==> src/rtl/record_serializer.sv <==
// Record-wide FIFO that buffers up to SLOTS whole records and serializes each
// one as RECORD_SIZE words, word 0 first, with first-word fall-through reads.
module record_serializer #(
    parameter int INPUT_SIZE_BYTES = 1,
    parameter int RECORD_SIZE      = 4,
    parameter int SLOTS            = 4
) (
    input  logic                                      clk,
    input  logic                                      reset,
    input  logic                                      write_en,
    input  logic [RECORD_SIZE*INPUT_SIZE_BYTES*8-1:0] data_in,
    output logic                                      full,
    input  logic                                      read_en,
    output logic                                      empty,
    output logic [INPUT_SIZE_BYTES*8-1:0]             data_out,
    output logic                                      last_word,
    output logic [$clog2(SLOTS):0]                    level
);

    localparam int W     = INPUT_SIZE_BYTES * 8;
    localparam int REC_W = RECORD_SIZE * W;
    localparam int AW    = $clog2(SLOTS);
    localparam int PW    = AW + 1;
    localparam int IW    = (RECORD_SIZE > 1) ? $clog2(RECORD_SIZE) : 1;
    localparam logic [IW-1:0] LAST_IDX = IW'(RECORD_SIZE - 1);

    logic [PW-1:0]    wr_ptr_r;
    logic [PW-1:0]    rd_ptr_r;
    logic [IW-1:0]    word_idx_r;
    logic [REC_W-1:0] mem_r [SLOTS];

    logic [PW-1:0]    level_s;
    logic             empty_s;
    logic             full_s;
    logic             wr_accept_s;
    logic             pop_s;
    logic             final_pop_s;
    logic [REC_W-1:0] cur_rec_s;

    // Status decode from registered pointers only; the wrap bit separates full from empty.
    always_comb begin
        level_s     = wr_ptr_r - rd_ptr_r;
        empty_s     = (level_s == {PW{1'b0}});
        full_s      = (level_s == PW'(SLOTS));
        wr_accept_s = write_en & ~full_s;
        pop_s       = read_en & ~empty_s;
        final_pop_s = pop_s & (word_idx_r == LAST_IDX);
    end

    assign level     = level_s;
    assign empty     = empty_s;
    assign full      = full_s;
    assign last_word = ~empty_s & (word_idx_r == LAST_IDX);

    // Pointer and word-index state; reset discards everything, partial record included.
    always_ff @(posedge clk) begin
        if (reset) begin
            wr_ptr_r   <= {PW{1'b0}};
            rd_ptr_r   <= {PW{1'b0}};
            word_idx_r <= {IW{1'b0}};
        end else begin
            if (wr_accept_s) begin
                wr_ptr_r <= wr_ptr_r + PW'(1);
            end
            if (final_pop_s) begin
                word_idx_r <= {IW{1'b0}};
                rd_ptr_r   <= rd_ptr_r + PW'(1);
            end else if (pop_s) begin
                word_idx_r <= word_idx_r + IW'(1);
            end
        end
    end

    // Record storage; an accepted write always targets a slot other than the one being read.
    always_ff @(posedge clk) begin
        if (wr_accept_s) begin
            mem_r[wr_ptr_r[AW-1:0]] <= data_in;
        end
    end

    // Fall-through word select, forced to zero while nothing is stored.
    always_comb begin
        cur_rec_s = mem_r[rd_ptr_r[AW-1:0]];
        if (empty_s) begin
            data_out = {W{1'b0}};
        end else begin
            data_out = cur_rec_s[int'(word_idx_r) * W +: W];
        end
    end

endmodule
==> config.mk <==
export PLATFORM = sky130hd
export DESIGN_NAME = record_serializer
export DESIGN_NICKNAME = d
export VERILOG_FILES = /design/src/rtl/record_serializer.sv
export SDC_FILE = /design/constraint.sdc
export NUM_CORES = 1
export LEC_CHECK = 0
export CORE_MARGIN = 4
export CORE_UTILIZATION = 52
export CTS_BUF_LIST = sky130_fd_sc_hd__clkbuf_4
export DETAILED_ROUTE_END_ITERATION = 7
export PLACE_DENSITY = 0.73
export SYNTH_ARGS = -nofsm -noshare
export SYNTH_HDL_FRONTEND = slang
export SYNTH_SLANG_ARGS = --single-unit
==> constraint.sdc <==
create_clock -name clk -period 3.9 [get_ports clk]
set_input_delay 0.585 -clock clk [delete_from_list [all_inputs] [get_ports clk]]
set_output_delay 0.585 -clock clk [all_outputs]
set_load 0.005 [all_outputs]
After elaboration in Yosys (flattened, before gate mapping)
Memory sizes are Yosys's and may differ from the RTL's. A register that Yosys moved wholly into a read port is not among the register bits. Index checks and enable logic that the tools add are counted.

$lt $le $gt $ge: 0. Shifts and indexed selects: 1. Divide/modulo/power cells: 0. Add/sub/neg operators: 4. $mul: 0. Muxes and demuxes: 5. Equality and inequality tests: 2. Bitwise operators: 6. Reduce and logical (&&, ||, !) cells: 2.

Operators by type and width (number): indexed part select 32 x 6 -> 8 bit (1); two-way mux 8 bit (1); adder 3 x 1 -> 3 bit, second input constant (2); bitwise AND 1 bit (4); two-way mux 2 bit (2); == test 3 bit, second input constant (1); zero test 3 bit (1); subtractor 3 bit (1); adder 2 x 1 -> 2 bit, second input constant (1); == test 2 bit, second input constant (1); two-way mux 1 bit (2); inverter 1 bit (2); OR reduction 2 bit (1).

Memory bits (read-only): 0. Word-level logic and storage cells: 24. Input port bits: 36. Output and inout bits: 14. Bits in latches: 0. Memories kept: 1. Register bits after elaboration: 8. Memory bits (writable): 128.

Memories: mem_r (depth 4, width 32, read ports 1, clocked after Yosys merged registers in 1, write ports 1, line 30) `logic [REC_W-1:0] mem_r [SLOTS];`.

Logic depth before layout (Yosys ltp)
Gate-level depths: netlist (run 1).

Depth after elaboration: 7. Depth in mapped cells: 8. Gate-level depth less buffers: 8.

Worst setup path before layout (run 1)
Ideal clock, no wire load.

Path type: reg2reg. Start: reg wr_ptr_r[0]. End: mem mem_r[3][0] (netlist name) (enable). Arrival: 3.023 ns. Path buffers: 0. Setup time: 0.435 ns. Slack: 0.443 ns. Cell stages (with the launch flop): 7. Required time: 3.465 ns. Period minus slack after synthesis: 3.457 ns. Cells stage by stage: dfxtp_1 -> inv_1 -> ha_1 -> fa_1 -> xnor3_2 -> inv_2 -> a21oi_1.

Cells in the longest elaborated chain, start to end: 6.

Ends and longest elaborated chain: start: declaration (line 27) `logic [PW-1:0] wr_ptr_r;`; start signal: assignment (line 58) `wr_ptr_r <= {PW{1'b0}};`; start signal: assignment (line 63) `wr_ptr_r <= wr_ptr_r + PW'(1);`; subtractor 3 bit (line 42) `level_s = wr_ptr_r - rd_ptr_r;`; named net level[2] (line 17) `output logic [$clog2(SLOTS):0] level`; == test 3 bit (line 44) `full_s = (level_s == PW'(SLOTS));`; inverter 1 bit (line 45) `wr_accept_s = write_en & ~full_s;`; bitwise AND 1 bit (line 45); two-way mux 1 bit (line 76) `if (wr_accept_s) begin`; two-way mux 1 bit (implied by the code) (line 77) `mem_r[wr_ptr_r[AW-1:0]] <= data_in;`; end: declaration (line 30).

The timed path passes the listed nets, and every way through them passes these cells.

Worst setup path after layout (run 1)
Start: reg wr_ptr_r[0]. End: out data_out[6].

Cells in the longest elaborated chain, start to end: 3.

Ends and longest elaborated chain: subtractor 3 bit (line 42); zero test 3 bit (line 43) `empty_s = (level_s == {PW{1'b0}});`; two-way mux 8 bit (line 84) `if (empty_s) begin`; end: declaration (line 15) `output logic [INPUT_SIZE_BYTES*8-1:0] data_out,`.

Every way passes these cells.

==> impl_metrics.py, run 1 <==
metrics = {
    "yosys": {
        "yosysSeqAreaShare": 0.731,
        "yosys.area_share.simple": 0.0360,
        "synthAdderAreaFrac": 0.0195,
        "synth_cell_types": 37,
        "synth_most_common_cell": "edfxtp_1",
        "synth-seq-cells": 138,
        "synthMuxAreaShare": 0.155,
        "synth_fp_nets": 332,
        "synth_common_cells": "edfxtp_1 (128), mux4_2 (20), mux2i_1 (17)",
        "syn_area_um2": 5530,
        "synth_compound_gate_area_share": 0.0296,
        "synthTopCellsByArea": "edfxtp_1 (69%), mux4_2 (8.1%), dfxtp_1 (3.6%), mux2i_1 (3.1%), mux4_1 (2.9%)",
        "ys.flop_type": "edfxtp_1",
        "synth_top_area_share": 0.695,
        "synthCells": 288,
        "synth_top_family_by_area": "multiplexers",
        "synth.largest_area_cell": "edfxtp_1",
        "synth.avg_cell_area_um2": 19.2,
        "synth_xor_xnor_area_share": 0.0106,
        "synth_edf_count": 128,
        "async_reset_ff_frac": 0,
        "ys_warn_count": 0,
    },
    "power_and_ir_drop": {
        "power_w": 0.00280,
        "pwr_density_cell_nw_per_um2": 432,
        "ir_worst_vdd_mv": 0.170,
        "leakage_nw": 2.08,
    },
    "grt": {
        "grt_first_pass_wirelength_um": 15900,
        "grt_antenna_before_repair": 0,
        "grt_overflow": 0,
        "grt_use_total": 0.171,
        "grt_pass1_vias": 3005,
        "grt_max_degree": 34,
    },
    "detailed_routing": {
        "routed_via_density": 5.45,
        "wl_per_cell_um": 19.5,
        "drtPass1Iterations": 4,
        "ant_nets": 0,
        "wl_um": 9800,
        "dr_total_vias": 2742,
        "drcViolationCount": 0,
        "drt_iter0_drc": 169,
    },
    "layout": {
        "drive_above_1_share": 0.204,
        "final-seq-area_um2": 4050,
        "n_fill_cell": 728,
        "final_cell_count_no_fill": 503,
        "antenna_cells": 0,
        "final_core_util": 0.627,
        "area_delta_synth_final_pct": 17.1,
        "finalNetCount": 398,
        "multi_input_area_um2": 1410,
    },
    "worst_setup_path": {
        "r2r-start": "wr_ptr_r[0]",
        "end_kind": "output pin",
        "cpPeakStageDelay_ns": 0.55,
        "cp_max_fo": 8,
        "crit_chain": "inv_1, ha_1, fa_1, and2_1, nand2_2, o21ai_0, a211oi_2, clkdlybuf4s50_1",
        "crit_start": "wr_ptr_r[0]",
        "crit_required_ns": 3.31,
        "cp-start-kind": "flip-flop",
        "path_class": "flip-flop to output pin",
        "crit_path_top_delay_cell": "clkdlybuf4s50_1",
        "cp_data_arrival_time_ns": 3.06,
    },
    "clock_network": {
        "cts_root_buf": "clkbuf_4",
        "insertion_delay_ns": 0.50,
        "cts_tree": "yes",
        "cts_made_buffers": 17,
        "cts_max_level": 4,
        "cts_sinks": 138,
        "clockBufferDepth": 2,
        "path_clk_slew_ns": 0.12,
    },
    "die": {
        "core_region_area_um2": 10300,
        "die_h_um": 111,
        "ioPinCount": 50,
        "fp.dieW_um": 111,
        "start_util": 0.536,
        "dieArea_um2": 12400,
        "rows": 37,
    },
    "placed_design": {
        "pre_cts_ws_ns": 0.682,
        "numPlacedInstances": 471,
        "gp_congestion": 0.769,
        "placement.io_buffers": 49,
        "hpwl_um": 6350,
    },
    "timing": {
        "worst_slack_ns": 0.257,
        "min_period_over_period": 0.934,
        "fin_crit_ns": 3.64,
        "maxSlewViolCount": 0,
        "rsz0062_at_grt": "false",
        "max_freq_ghz": 0.275,
        "slew_headroom": 0.443,
        "hold_violations": 0,
        "finalSetupTns_ns": 0,
        "tightest_slew_ns": 0.834,
        "setup_viol": 0,
        "fin_skew_ns": 0.0154,
    },
    "min_path": {
        "hold_path.class": "flip-flop to flip-flop",
        "min_from": "wr_ptr_r[1]",
    },
    "run": {
        "maxCapViolCount": 0,
    },
    "status": {
        "status": "finished clean",
    },
}
final timing paths:
path,cells after the start,endpoint,slack [ns]
worst max-delay path,8,data_out[6],0.26
worst max register to register,8,mem_r[1][14],1.26
worst min-delay path,2,wr_ptr_r[1],0.58
worst min register to register,2,wr_ptr_r[1],0.58
area by class of cell:
type                       count  area share
timing repair buffer          59      0.0873
clock buffer                  19      0.0220
clock inverter                13      0.0187
multi-input combinational    131       0.217
inverter                       7     0.00406
sequential                   138       0.625
tap                          136      0.0263
layer usage:
layer / global-route usage / part of all wire / up-vias
met1: 0.220 / 0.42 / 1371
li1: - / - / 1292
met4: 0.0535 / 0.0066 / 0
met2: 0.284 / 0.52 / 73
met5: 0 / 0 / -
met3: 0.0497 / 0.053 / 6
through the flow:
step,hold WS [ns],instance area (µm²)
floorplan,0.492,5530
global placement,0.534,6200
detailed placement,0.556,6200
CTS,0.587,6470
global route,0.641,6480
finish,0.581,6480
flip-flops by register name, summed over array words and instances (netlist names), named ones only:
signal,cells
rd_ptr_r,3
word_idx_r,2
mem_r,128
wr_ptr_r,3
worst max-delay path, delay by kind of cell, from the launching register on:
family | cells | cell delay (ns)
compound gates | 2 | 0.37
fa+ha+maj | 2 | 0.71
buf+inv | 2 | 0.66
flops | 1 | 0.39
simple gates | 2 | 0.43
report_power, final:
part | leakage [nW] | internal (W) | switching (W) | total [W]
combinational | 0.685 | 0.000119 | 0.000120 | 0.000238
sequential | 1.26 | 0.00169 | 0.0000242 | 0.00171
clock | 0.134 | 0.000335 | 0.000511 | 0.000846
logic make-up (layout without fill, tap and decap cells):
family                   Yosys count  count (layout)
AO/OA/AOI/OAI                     28              28
buffers and inverters             19              98
adder cells (fa/ha/maj)            8               8
multiplexers                      50              50
flip-flops                       138             138
XOR/XNOR                           5               5
AND/OR/NAND/NOR                   40              40
layout by cell type (no fill, tap or decap), types with 2 or more instances in the layout:
cell type | synthesis | layout
a21oi_1 | 12 | 11
a22oi_1 | 2 | 2
and2_1 | 5 | 5
buf_4 | 3 | 10
clkbuf_4 | 0 | 19
clkdlybuf4s50_1 | 0 | 49
clkinv_1 | 1 | 2
clkinv_4 | 0 | 3
clkinvlp_4 | 0 | 4
dfxtp_1 | 10 | 9
edfxtp_1 | 128 | 128
ha_1 | 7 | 7
inv_1 | 5 | 5
inv_6 | 0 | 3
mux2_2 | 7 | 7
mux2i_1 | 17 | 17
mux4_1 | 6 | 6
mux4_2 | 20 | 20
nand2_1 | 8 | 7
nand2b_1 | 3 | 3
nand3_1 | 3 | 3
nor2_1 | 12 | 12
nor2b_1 | 3 | 3
nor3_1 | 2 | 2
o21ai_0 | 8 | 8
xnor2_1 | 4 | 4
repair_timing:
action / CTS / global route
gates resized for setup: 0 / 2
buffers inserted: 0 / 0
setup endpoints to repair: 0 / 6
hold buffers: 0 / 0
(Power assumes the default switching activity.)
==> run 2, diff against run 1 <==
- PLACE_DENSITY: 0.73 -> 0.76
- clock period: 3.9 -> 3.3 ns (I/O delays scaled with it)
==> impl_metrics.py, run 2 (synthesis gave the netlist of run 1 again) <==
metrics = {
    "detailed_routing": {
        "drcViolationCount": 0,
        "routed_via_density": 5.45,
        "ant_nets": 0,
        "dr_total_vias": 2753,
        "wl_per_cell_um": 19.6,
        "wl_um": 9880,
        "drtPass1Iterations": 5,
        "drt_iter0_drc": 216,
    },
    "die": {
        "start_util": 0.536,
        "core_region_area_um2": 10300,
        "die_h_um": 111,
        "rows": 37,
        "fp.dieW_um": 111,
        "ioPinCount": 50,
        "dieArea_um2": 12400,
    },
    "clock_network": {
        "cts_max_level": 4,
        "path_clk_slew_ns": 0.11,
        "cts_tree": "yes",
        "insertion_delay_ns": 0.50,
        "cts_root_buf": "clkbuf_4",
        "ctsHoldBuffers": 0,
        "clockBufferDepth": 2,
        "cts_sinks": 138,
        "cts_made_buffers": 17,
    },
    "timing": {
        "rsz0062_at_grt": "false",
        "max_freq_ghz": 0.320,
        "maxSlewViolCount": 0,
        "fin_crit_ns": 3.13,
        "fin_skew_ns": 0.0168,
        "min_period_over_period": 0.947,
        "setup_viol": 0,
        "finalSetupTns_ns": 0,
        "slew_headroom": 0.673,
        "worst_slack_ns": 0.173,
        "tightest_slew_ns": 0.491,
        "hold_slack_ns": 0.576,
        "hold_violations": 0,
    },
    "grt": {
        "grt_first_pass_wirelength_um": 16000,
        "grt_pass1_vias": 2993,
        "grt_overflow": 0,
        "grt_use_total": 0.172,
        "grt_max_degree": 33,
        "grt_antenna_before_repair": 0,
    },
    "worst_setup_path": {
        "crit_start": "wr_ptr_r[0]",
        "r2r-start": "wr_ptr_r[0]",
        "crit_required_ns": 2.80,
        "cp_data_arrival_time_ns": 2.63,
        "end_kind": "output pin",
        "crit_end": "data_out[3]",
        "reg2reg_slack_ns": 0.71,
        "crit_chain": "inv_2, ha_1, fa_2, and2_4, nand2_4, o21ai_0, a21oi_1, clkdlybuf4s50_1",
        "crit_path_top_delay_cell": "clkdlybuf4s50_1",
        "cpPeakStageDelay_ns": 0.51,
        "cp-start-kind": "flip-flop",
        "reg2reg_depth": 9,
        "cp_max_fo": 8,
        "path_class": "flip-flop to output pin",
        "r2r-end": "mem_r[0][10]",
    },
    "power_and_ir_drop": {
        "leakage_nw": 2.22,
        "ir_worst_vdd_mv": 0.326,
        "pwr_density_cell_nw_per_um2": 555,
    },
    "placed_design": {
        "pre_cts_ws_ns": 0.222,
        "gp_congestion": 0.837,
        "placement.io_buffers": 49,
        "placed_cell_area_um2": 6240,
        "numPlacedInstances": 472,
        "hpwl_um": 6380,
    },
    "run": {
        "maxCapViolCount": 0,
    },
    "layout": {
        "final_cell_area_um2": 6660,
        "area_delta_synth_final_pct": 20.3,
        "final_cell_mix": "edfxtp_1 (128), clkdlybuf4s50_1 (44), mux4_2 (20)",
        "largest_register_ff_count": 128,
        "final_cell_count_no_fill": 505,
        "final_common_cell": "edfxtp_1",
        "drive_above_1_share": 0.222,
        "finalNetCount": 400,
        "antenna_cells": 0,
    },
    "min_path": {
        "hold_path.class": "flip-flop to flip-flop",
    },
    "status": {
        "status": "finished clean",
    },
}
==> run 2: metrics by stage <==
step	util	power, W
after floorplan	-	0.00219
after global placement	0.604	0.00234
after detailed placement	0.604	0.00235
after CTS	0.643	0.00372
after global routing	0.645	0.00383
final	0.645	0.00369
==> run 2: worst min-delay path by stage <==
stage	to	slack (ns)	depth (start not counted)	start
2_1_floorplan	rd_ptr_r[2]	0.49	2	rd_ptr_r[2]
3_3_place_gp	rd_ptr_r[2]	0.53	2	rd_ptr_r[2]
3_5_place_dp	rd_ptr_r[2]	0.54	2	rd_ptr_r[2]
4_1_cts	rd_ptr_r[2]	0.57	2	rd_ptr_r[2]
5_1_grt	mem_r[3][9]	0.57	1	data_in[9]
6_report	rd_ptr_r[2]	0.58	2	rd_ptr_r[2]
==> run 2: timing repair <==
| item | 4_1_cts | 5_1_grt |
|---|---|---|
| setup buffers | 1 | 0 |
| gates resized for setup | 6 | 8 |
| endpoints found under the setup margin | 10 | 9 |
| pin swaps | 1 | 1 |
==> run 2: per-layer routing <==
layer	routed length [µm]	track usage	share of wire	up-vias
li1	-	-	-	1290
met1	4090	0.214	0.41	1380
met2	5230	0.294	0.53	77
met3	476	0.0437	0.048	6
met4	87	0.0584	0.0088	0
met5	0	0	0	-
==> run 2: final cells by class <==
| type | count | area, µm² |
|---|---|---|
| Inverter | 7 | 26.3 |
| Timing Repair Buffer | 61 | 614 |
| Clock buffer | 19 | 143 |
| Clock inverter | 13 | 239 |
| Fill cell | 708 | 3670 |
| Tap cell | 136 | 170 |
| Sequential cell | 138 | 4050 |
| Multi-Input combinational cell | 131 | 1410 |
==> run 2: worst max-delay path, delay by kind of cell, from the launching register on <==
kind | cells | cell delay, ns
adder cells (fa/ha/maj) | 2 | 0.64
buffers and inverters | 2 | 0.57
flip-flops | 1 | 0.36
AND/OR/NAND/NOR | 2 | 0.34
AO/OA/AOI/OAI | 2 | 0.23
==> run 2: where the power goes <==
group | total (W) | switching [W] | internal (W)
sequential | 0.00202 | 0.0000211 | 0.00200
combinational | 0.000293 | 0.000150 | 0.000143
clock | 0.00138 | 0.000599 | 0.000781
total | 0.00369 | 0.000770 | 0.00292
==> run 3, diff against run 2 <==
- REMOVE_ABC_BUFFERS: not set -> 1
==> impl_metrics.py, run 3 (synthesis gave the netlist of run 1 again) <==
metrics = {
    "run": {
        "maxCapViolCount": 0,
    },
    "timing": {
        "min_period_over_period": 0.962,
        "max_freq_ghz": 0.315,
        "maxSlewViolCount": 0,
        "fin_skew_ns": 0.0128,
        "rsz0062_at_grt": "false",
        "setup_viol": 0,
        "fin_crit_ns": 3.17,
        "slew_headroom": 0.700,
        "finalSetupTns_ns": 0,
        "tightest_slew_ns": 0.449,
        "hold_violations": 0,
        "worst_slack_ns": 0.126,
    },
    "clock_network": {
        "cts_sinks": 138,
        "path_clk_slew_ns": 0.11,
        "cts_root_buf": "clkbuf_4",
        "cts_made_buffers": 17,
        "cts_tree": "yes",
        "cts_max_level": 4,
        "clockBufferDepth": 2,
        "insertion_delay_ns": 0.49,
    },
    "layout": {
        "n_fill_cell": 737,
        "drive_above_1_share": 0.224,
        "finalNetCount": 402,
        "antenna_cells": 0,
        "area_delta_synth_final_pct": 19.3,
        "largest_register_ff_count": 128,
        "final_cell_mix": "edfxtp_1 (128), clkdlybuf4s50_1 (44), mux4_2 (20)",
        "final_common_cell": "edfxtp_1",
        "multi_input_area_um2": 1410,
        "final-seq-area_um2": 4050,
    },
    "die": {
        "die_h_um": 111,
        "rows": 37,
        "start_util": 0.536,
        "core_region_area_um2": 10300,
        "dieArea_um2": 12400,
        "ioPinCount": 50,
        "fp.dieW_um": 111,
    },
    "detailed_routing": {
        "wl_per_cell_um": 19.4,
        "ant_nets": 0,
        "wl_um": 9830,
        "drt_iter0_drc": 191,
        "dr_total_vias": 2802,
        "routed_via_density": 5.53,
        "drtPass1Iterations": 5,
        "drcViolationCount": 0,
    },
    "placed_design": {
        "pre_cts_ws_ns": 0.163,
        "gp_congestion": 0.841,
        "placement.io_buffers": 49,
        "hpwl_um": 6430,
    },
    "power_and_ir_drop": {
        "power_w": 0.00342,
        "ir_worst_vdd_mv": 0.249,
        "leakage_nw": 2.18,
        "pwr_density_cell_nw_per_um2": 519,
    },
    "worst_setup_path": {
        "critPathTopFamily": "buffers and inverters",
        "cp-start-kind": "flip-flop",
        "crit_path_top_delay_cell": "clkdlybuf4s50_1",
        "cpPeakStageDelay_ns": 0.54,
        "critPathBufInv": 3,
        "path_class": "flip-flop to output pin",
        "cp_max_fo": 4,
        "cp_data_arrival_time_ns": 2.68,
        "crit_chain": "inv_2, ha_1, fa_2, xnor3_2, buf_4, nor2_1, clkdlybuf4s50_1",
        "end_kind": "output pin",
        "crit_required_ns": 2.80,
    },
    "grt": {
        "grt_first_pass_wirelength_um": 15900,
        "grt_pass1_vias": 3029,
        "grt_max_degree": 29,
        "grt_antenna_before_repair": 0,
        "grt_use_total": 0.170,
        "grt_overflow": 0,
    },
    "status": {
        "status": "finished clean",
    },
    "min_path": {
        "hold_path.class": "flip-flop to flip-flop",
    },
}
## run 3: cell count changes in the layout (fill, tap and decap cells not counted), sizes merged
cell	before	now
clkinv	3	9
bufinv	6	3
inv	9	6
buf	12	14
dlygate4sd2	1	3
dlymetal6s2s	4	2
## run 3: final cells by class
| class | instances | area share |
|---|---|---|
| clock inverters | 13 | 0.0231 |
| inverters | 7 | 0.00398 |
| flip-flops and latches | 138 | 0.613 |
| well taps | 136 | 0.0258 |
| repair buffers | 63 | 0.0986 |
| multi-input cells | 131 | 0.214 |
| clock buffers | 19 | 0.0216 |
## run 3: repair_timing
item                                    4_1_cts  5_1_grt
endpoints found under the setup margin       10        5
pin swaps                                     1        1
hold buffers                                  0        0
resized for setup                             9        5
buffers inserted                              2        0
## run 3: per-layer routing
layer	vias to the layer above	wire length [µm]	global-route usage
li1	1299	-	-
met1	1387	4130	0.219
met2	108	5070	0.282
met3	8	555	0.0540
met4	0	77	0.0470
met5	-	0	0
## run 3: where the power goes
| part | total, W | internal [W] | switching (W) |
|---|---|---|---|
| sequential | 0.00202 | 0.00200 | 0.0000239 |
| combinational | 0.000300 | 0.000151 | 0.000150 |
| clock | 0.00110 | 0.000536 | 0.000567 |
## run 3: through the flow
step	std cells	hold WS, ns	cell area [µm²]	util
floorplan	276	0.492	5460	-
global placement	473	0.515	6270	0.607
detailed placement	473	0.533	6270	0.607
CTS	507	0.558	6590	0.638
global route	507	0.568	6600	0.639
finish	507	0.570	6600	0.639
## run 3: worst paths after layout
path | startpoint | to | slack, ns | cells after the start
max | wr_ptr_r[0] | full | 0.13 | 7
min | rd_ptr_r[2] | rd_ptr_r[2] | 0.57 | 2
max reg2reg | wr_ptr_r[0] | mem_r[0][16] | 0.65 | 9
min reg2reg | rd_ptr_r[2] | rd_ptr_r[2] | 0.57 | 2
## run 3: tightest hold or removal path: cells and delay by family (launching register included)
kind	cells	cell delay, ns
flip-flops	1	0.38
AND/OR/NAND/NOR	1	0.08
AO/OA/AOI/OAI	1	0.08
